==> config.mk <==
export PLATFORM = sky130hd
export DESIGN_NAME = qduc_sample_fifo
export DESIGN_NICKNAME = d
export VERILOG_FILES = /design/src/rtl/qduc_sample_fifo.sv
export SDC_FILE = /design/constraint.sdc
export NUM_CORES = 1
export LEC_CHECK = 0
export BUFFER_PORTS_ARGS = -buffer_cell sky130_fd_sc_hd__clkbuf_2
export CAP_MARGIN = 20
export CORE_MARGIN = 10
export CORE_UTILIZATION = 44
export CTS_CLUSTER_DIAMETER = 50
export DETAILED_ROUTE_END_ITERATION = 7
export PLACE_DENSITY_LB_ADDON = 0.3
export SYNTH_ARGS = -nofsm -noshare
export SYNTH_HDL_FRONTEND = slang
export SYNTH_SLANG_ARGS = --single-unit
==> constraint.sdc <==
create_clock -name clk -period 2.9 [get_ports clk]
set_input_delay 0.58 -clock clk [delete_from_list [all_inputs] [get_ports clk]]
set_output_delay 0.58 -clock clk [all_outputs]
set_load 0.005 [all_outputs]
==> src/rtl/qduc_sample_fifo.sv <==
// qduc_sample_fifo
//  Upstream feeder for the quadrature up-converter. Buffers signed I/Q sample
//  pairs arriving on a valid/ready handshake and releases one pair every RATIO
//  clocks. The release happens mid-period (UPDATE_PHASE), so the registered
//  out_i/out_q words stay stable around the up-converter's divided sample edge.
//
// Ports
//  clk, reset      system clock; synchronous active-high reset
//  s_valid/s_ready input pair handshake
//  s_i, s_q        input pair (signed, ISZ bits each)
//  enable          1: stream from FIFO, 0: output zeros without popping
//  out_i, out_q    registered output pair (signed)
//  out_strobe      one-cycle pulse after every output register update
//  level           pairs currently stored (0..DEPTH)
//  underflow       sticky flag: an update was due while enabled and empty
//  underflow_clr   clears underflow (a simultaneous new underflow wins)
module qduc_sample_fifo #(
  parameter int ISZ            = 16,
  parameter int DEPTH          = 16,
  parameter int RATIO          = 32,
  parameter int UPDATE_PHASE   = 15,
  parameter int UNDERFLOW_ZERO = 1
) (
  input  logic                     clk,
  input  logic                     reset,
  input  logic                     s_valid,
  output logic                     s_ready,
  input  logic [ISZ-1:0]           s_i,
  input  logic [ISZ-1:0]           s_q,
  input  logic                     enable,
  output logic signed [ISZ-1:0]    out_i,
  output logic signed [ISZ-1:0]    out_q,
  output logic                     out_strobe,
  output logic [$clog2(DEPTH):0]   level,
  output logic                     underflow,
  input  logic                     underflow_clr
);

  localparam int AW = $clog2(DEPTH);
  localparam int PW = (RATIO > 1) ? $clog2(RATIO) : 1;
  localparam logic [PW-1:0] PHASE_LAST = PW'(RATIO - 1);
  localparam logic [PW-1:0] PHASE_UPD  = PW'(UPDATE_PHASE);
  localparam logic [AW:0]   LEVEL_FULL = (AW + 1)'(DEPTH);

  logic [PW-1:0]      phase;
  logic [AW-1:0]      wr_ptr;
  logic [AW-1:0]      rd_ptr;
  logic [2*ISZ-1:0]   mem [DEPTH];
  logic [2*ISZ-1:0]   head;
  logic               update_edge;
  logic               empty;
  logic               push;
  logic               pop;
  logic               starve;

  assign s_ready     = (level != LEVEL_FULL);
  assign empty       = (level == '0);
  assign update_edge = (phase == PHASE_UPD);
  assign push        = s_valid && s_ready;
  // A pair pushed on the update edge itself is not visible to that update:
  // 'empty' comes from the registered level, so there is no fall-through.
  assign pop         = update_edge && enable && !empty;
  assign starve      = update_edge && enable && empty;
  assign head        = mem[rd_ptr];

  // Free-running phase counter; shares reset with the up-converter divider so
  // the update instant keeps a fixed offset from its sample edge.
  always_ff @(posedge clk) begin
    if (reset) begin
      phase <= '0;
    end else if (phase == PHASE_LAST) begin
      phase <= '0;
    end else begin
      phase <= phase + 1'b1;
    end
  end

  // Storage array is not reset; flushing is done by clearing pointers/level.
  always_ff @(posedge clk) begin
    if (!reset && push) begin
      mem[wr_ptr] <= {s_i, s_q};
    end
  end

  // Pointers wrap naturally because DEPTH is a power of two.
  always_ff @(posedge clk) begin
    if (reset) begin
      wr_ptr <= '0;
      rd_ptr <= '0;
      level  <= '0;
    end else begin
      if (push) wr_ptr <= wr_ptr + 1'b1;
      if (pop)  rd_ptr <= rd_ptr + 1'b1;
      case ({push, pop})
        2'b10:   level <= level + 1'b1;
        2'b01:   level <= level - 1'b1;
        default: level <= level;
      endcase
    end
  end

  // Output register: only touched on the update edge, strobe follows it.
  always_ff @(posedge clk) begin
    if (reset) begin
      out_i      <= '0;
      out_q      <= '0;
      out_strobe <= 1'b0;
    end else begin
      out_strobe <= update_edge;
      if (update_edge) begin
        if (!enable) begin
          out_i <= '0;
          out_q <= '0;
        end else if (!empty) begin
          {out_i, out_q} <= head;
        end else if (UNDERFLOW_ZERO != 0) begin
          out_i <= '0;
          out_q <= '0;
        end
      end
    end
  end

  // Sticky underflow; setting takes priority over a same-cycle clear.
  always_ff @(posedge clk) begin
    if (reset) begin
      underflow <= 1'b0;
    end else if (starve) begin
      underflow <= 1'b1;
    end else if (underflow_clr) begin
      underflow <= 1'b0;
    end
  end

endmodule

==> results.toml <==
[run_status]
status = "finished clean"

[die]
io_pins = 77
die_y_um = 242
die_area_um2 = 58500
die_width_um = 242
core_area_um2 = 48700
fp-row-count = 81
start_util = 0.444

[final_layout]
postLayoutCoreUtil = 0.518
syn_to_final_growth_pct = 16.7
final_layout_size_suffix_gt1_frac = 0.314
nets = 1214

[sta]
fmax_mhz = 371
hold_slack_ns = 0.242
max_slew_margin = 0.620
finalMaxSlewViolations = 0
rsz0062_at_grt = "no"
setup_viol = 0
min_period_over_period = 0.930
fin_skew_ns = 0.0137
finalHoldViolCount = 0
period_minus_slack_ns = 2.70
worst_pin_slew_ns = 0.570

[critical_path]
slowest_stage = "dfxtp_1"
start_kind = "register"
end_kind = "register"
worstSetupPathType = "reg -> reg"
cp_cell_sequence = "ha_2 -> and3_4 -> ha_1 -> nand2_1 -> a21oi_2 -> ha_2 -> xor2_1 -> ha_1 -> o21ai_1 -> nand2b_1 -> a31oi_2 -> mux2i_1 -> mux2_1"
slowest_delay_ns = 0.34
critical-path-top-delay-family = "adder cells"
required_ns = 3.38
path_max_fanout = 3
worstPathArrival_ns = 3.18
cp.buffers_inverters = 0

[cts]
numCtsBuffers = 59
cts_tree = "yes"
cts_setup_buffers = 0
ctsResizeCount = 0
clock_sinks = 568
htreeDepth = 2
clk_path_buf_depth = 3
cts_hold_buffers = 0
cts.clk_slew.worst_paths_ns = 0.06
ctsRootBufferMaster = "clkbuf_16"
clk_latency_ns = 0.60

[yosys]
synth_cell_types = 39
yosys_register_bits = 568
syn_nets = 1080
postSynthAreaPerCell_um2 = 21.0
synth-edff-count = 512
synth-seq-area-share = 0.762
synth_area_um2 = 21600
syn_inst = 1032
ys_warn_count = 0
async_flop_share = 0
synth_flop_cell = "edfxtp_1"

[route]
viasPerCell = 5.46
vias = 10300
drt_pass1_iterations = 4
ant_nets = 0
wire_per_inst_um = 24.1
wl_met3_um = 2420
top_layer_used = "met5"
wl_met1_um = 19400
finalWirelength_um = 45300
wl_met2_um = 22500
drc = 0
drt_iter0_drc = 819

[power]
ir_worst_vdd_v = 0.000478
p_per_area_nw_per_um2 = 673
leakage_uw = 0.00797

[place]
gp_congestion = 0.746
post-dp-hpwl_um = 24800
io_buffers = 76

[global_route]
grt_pass1_wl_um = 68400
antenna_found_initial = 4
globalRouteOverflowTotal = 0
grt_max_degree = 51
grt_pass1_vias = 11000
track_usage = 0.154

[hold_path]
min_path_type = "in -> reg"

[run]
maxCapViolCount = 0
-- per-stage QoR --
| stage | std cells | setup TNS [ns] | instance area, um2 | total power (uW) | worst slack, ns |
|---|---|---|---|---|---|
| floorplan | 1032 | -0.893 | 21600 | 9300 | -0.00932 |
| global placement | 1769 | 0 | 23200 | 9490 | 0.150 |
| detailed placement | 1769 | 0 | 23200 | 9500 | 0.0984 |
| CTS | 1879 | 0 | 25200 | 17100 | 0.0828 |
| global route | 1879 | 0 | 25200 | 17500 | 0.0281 |
| finish | 1880 | 0 | 25200 | 17000 | 0.203 |
-- logic make-up (layout without fill, tap and decap cells) --
kind of cell,count (synthesis),count (layout),synth area share
flops,568,568,0.762
mux,164,164,0.150
compound gates,110,110,0.0356
simple gates,103,103,0.0253
buf+inv,64,247,0.0158
xor+xnor,12,12,0.00486
fa+ha+maj,11,11,0.00636
other cells,0,1,0
-- per-layer routing --
metal  track usage  vias up
li1              -     4539
met1         0.204     5390
met2         0.255      259
met3        0.0303       68
met4        0.0455        6
met5             0        -
-- layout by cell type, fill, tap and decap left out, types with 9 or more instances in the layout --
master | Yosys | final
edfxtp_1 | 512 | 512
mux4_2 | 128 | 128
clkbuf_2 | 0 | 76
clkbuf_16 | 0 | 61
dfxtp_1 | 56 | 51
buf_4 | 0 | 44
a21oi_1 | 37 | 37
mux2i_1 | 35 | 35
nor2b_1 | 35 | 34
a211oi_1 | 32 | 32
a22o_1 | 32 | 32
nor2_1 | 35 | 18
nor2_4 | 0 | 17
clkbuf_1 | 21 | 16
nand2_1 | 11 | 11
buf_12 | 0 | 11
clkinv_2 | 0 | 10
xor2_1 | 9 | 9
ha_1 | 11 | 9
-- synthesized netlist by cell type (11+ instances only) --
cell	n	area share
edfxtp_1	512	0.71
buf_2	22	0.0051
nor2b_1	35	0.010
nor2_1	35	0.0061
dfxtp_1	56	0.052
a22o_1	32	0.013
ha_1	11	0.0064
mux2i_1	35	0.016
a211oi_1	32	0.011
nand2_1	11	0.0019
clkbuf_1	21	0.0036
a21oi_1	37	0.0086
mux4_2	128	0.13
-- final timing paths --
path	startpoint	to	slack, ns	cells after the start
max reg2reg	phase[1]	level[4]	0.20	13
min reg2reg	phase[0]	phase[0]	0.43	1
max	phase[1]	level[4]	0.20	13
min	underflow_clr	underflow	0.24	3
-- power breakdown --
part | switching (uW) | internal [uW]
registers | 20.8 | 8970
logic | 225 | 105
clock network | 3070 | 4600
total | 3310 | 13700
-- layout make-up --
class	instances	area (um2)
fillers	3798	23500
flip-flops and latches	568	16500
multi-input cells	400	4960
clock buffers	81	1640
repair buffers	131	931
well taps	664	831
clock inverters	29	354
inverters	6	22.5
diodes	1	2.50
-- registers in the layout (all words and copies together) (netlist names), named ones only --
name	count
phase	5
out_strobe	1
wr_ptr	4
rd_ptr	4
mem	512
out_i	16
underflow	1
level	5
out_q	16
-- tightest hold or removal path: cells and delay by family --
kind,cells,cell delay [ns]
simple gates,1,0.08
buf+inv,1,0.07
compound gates,1,0.06
Note: power is estimated with default switching activity, not from simulation.
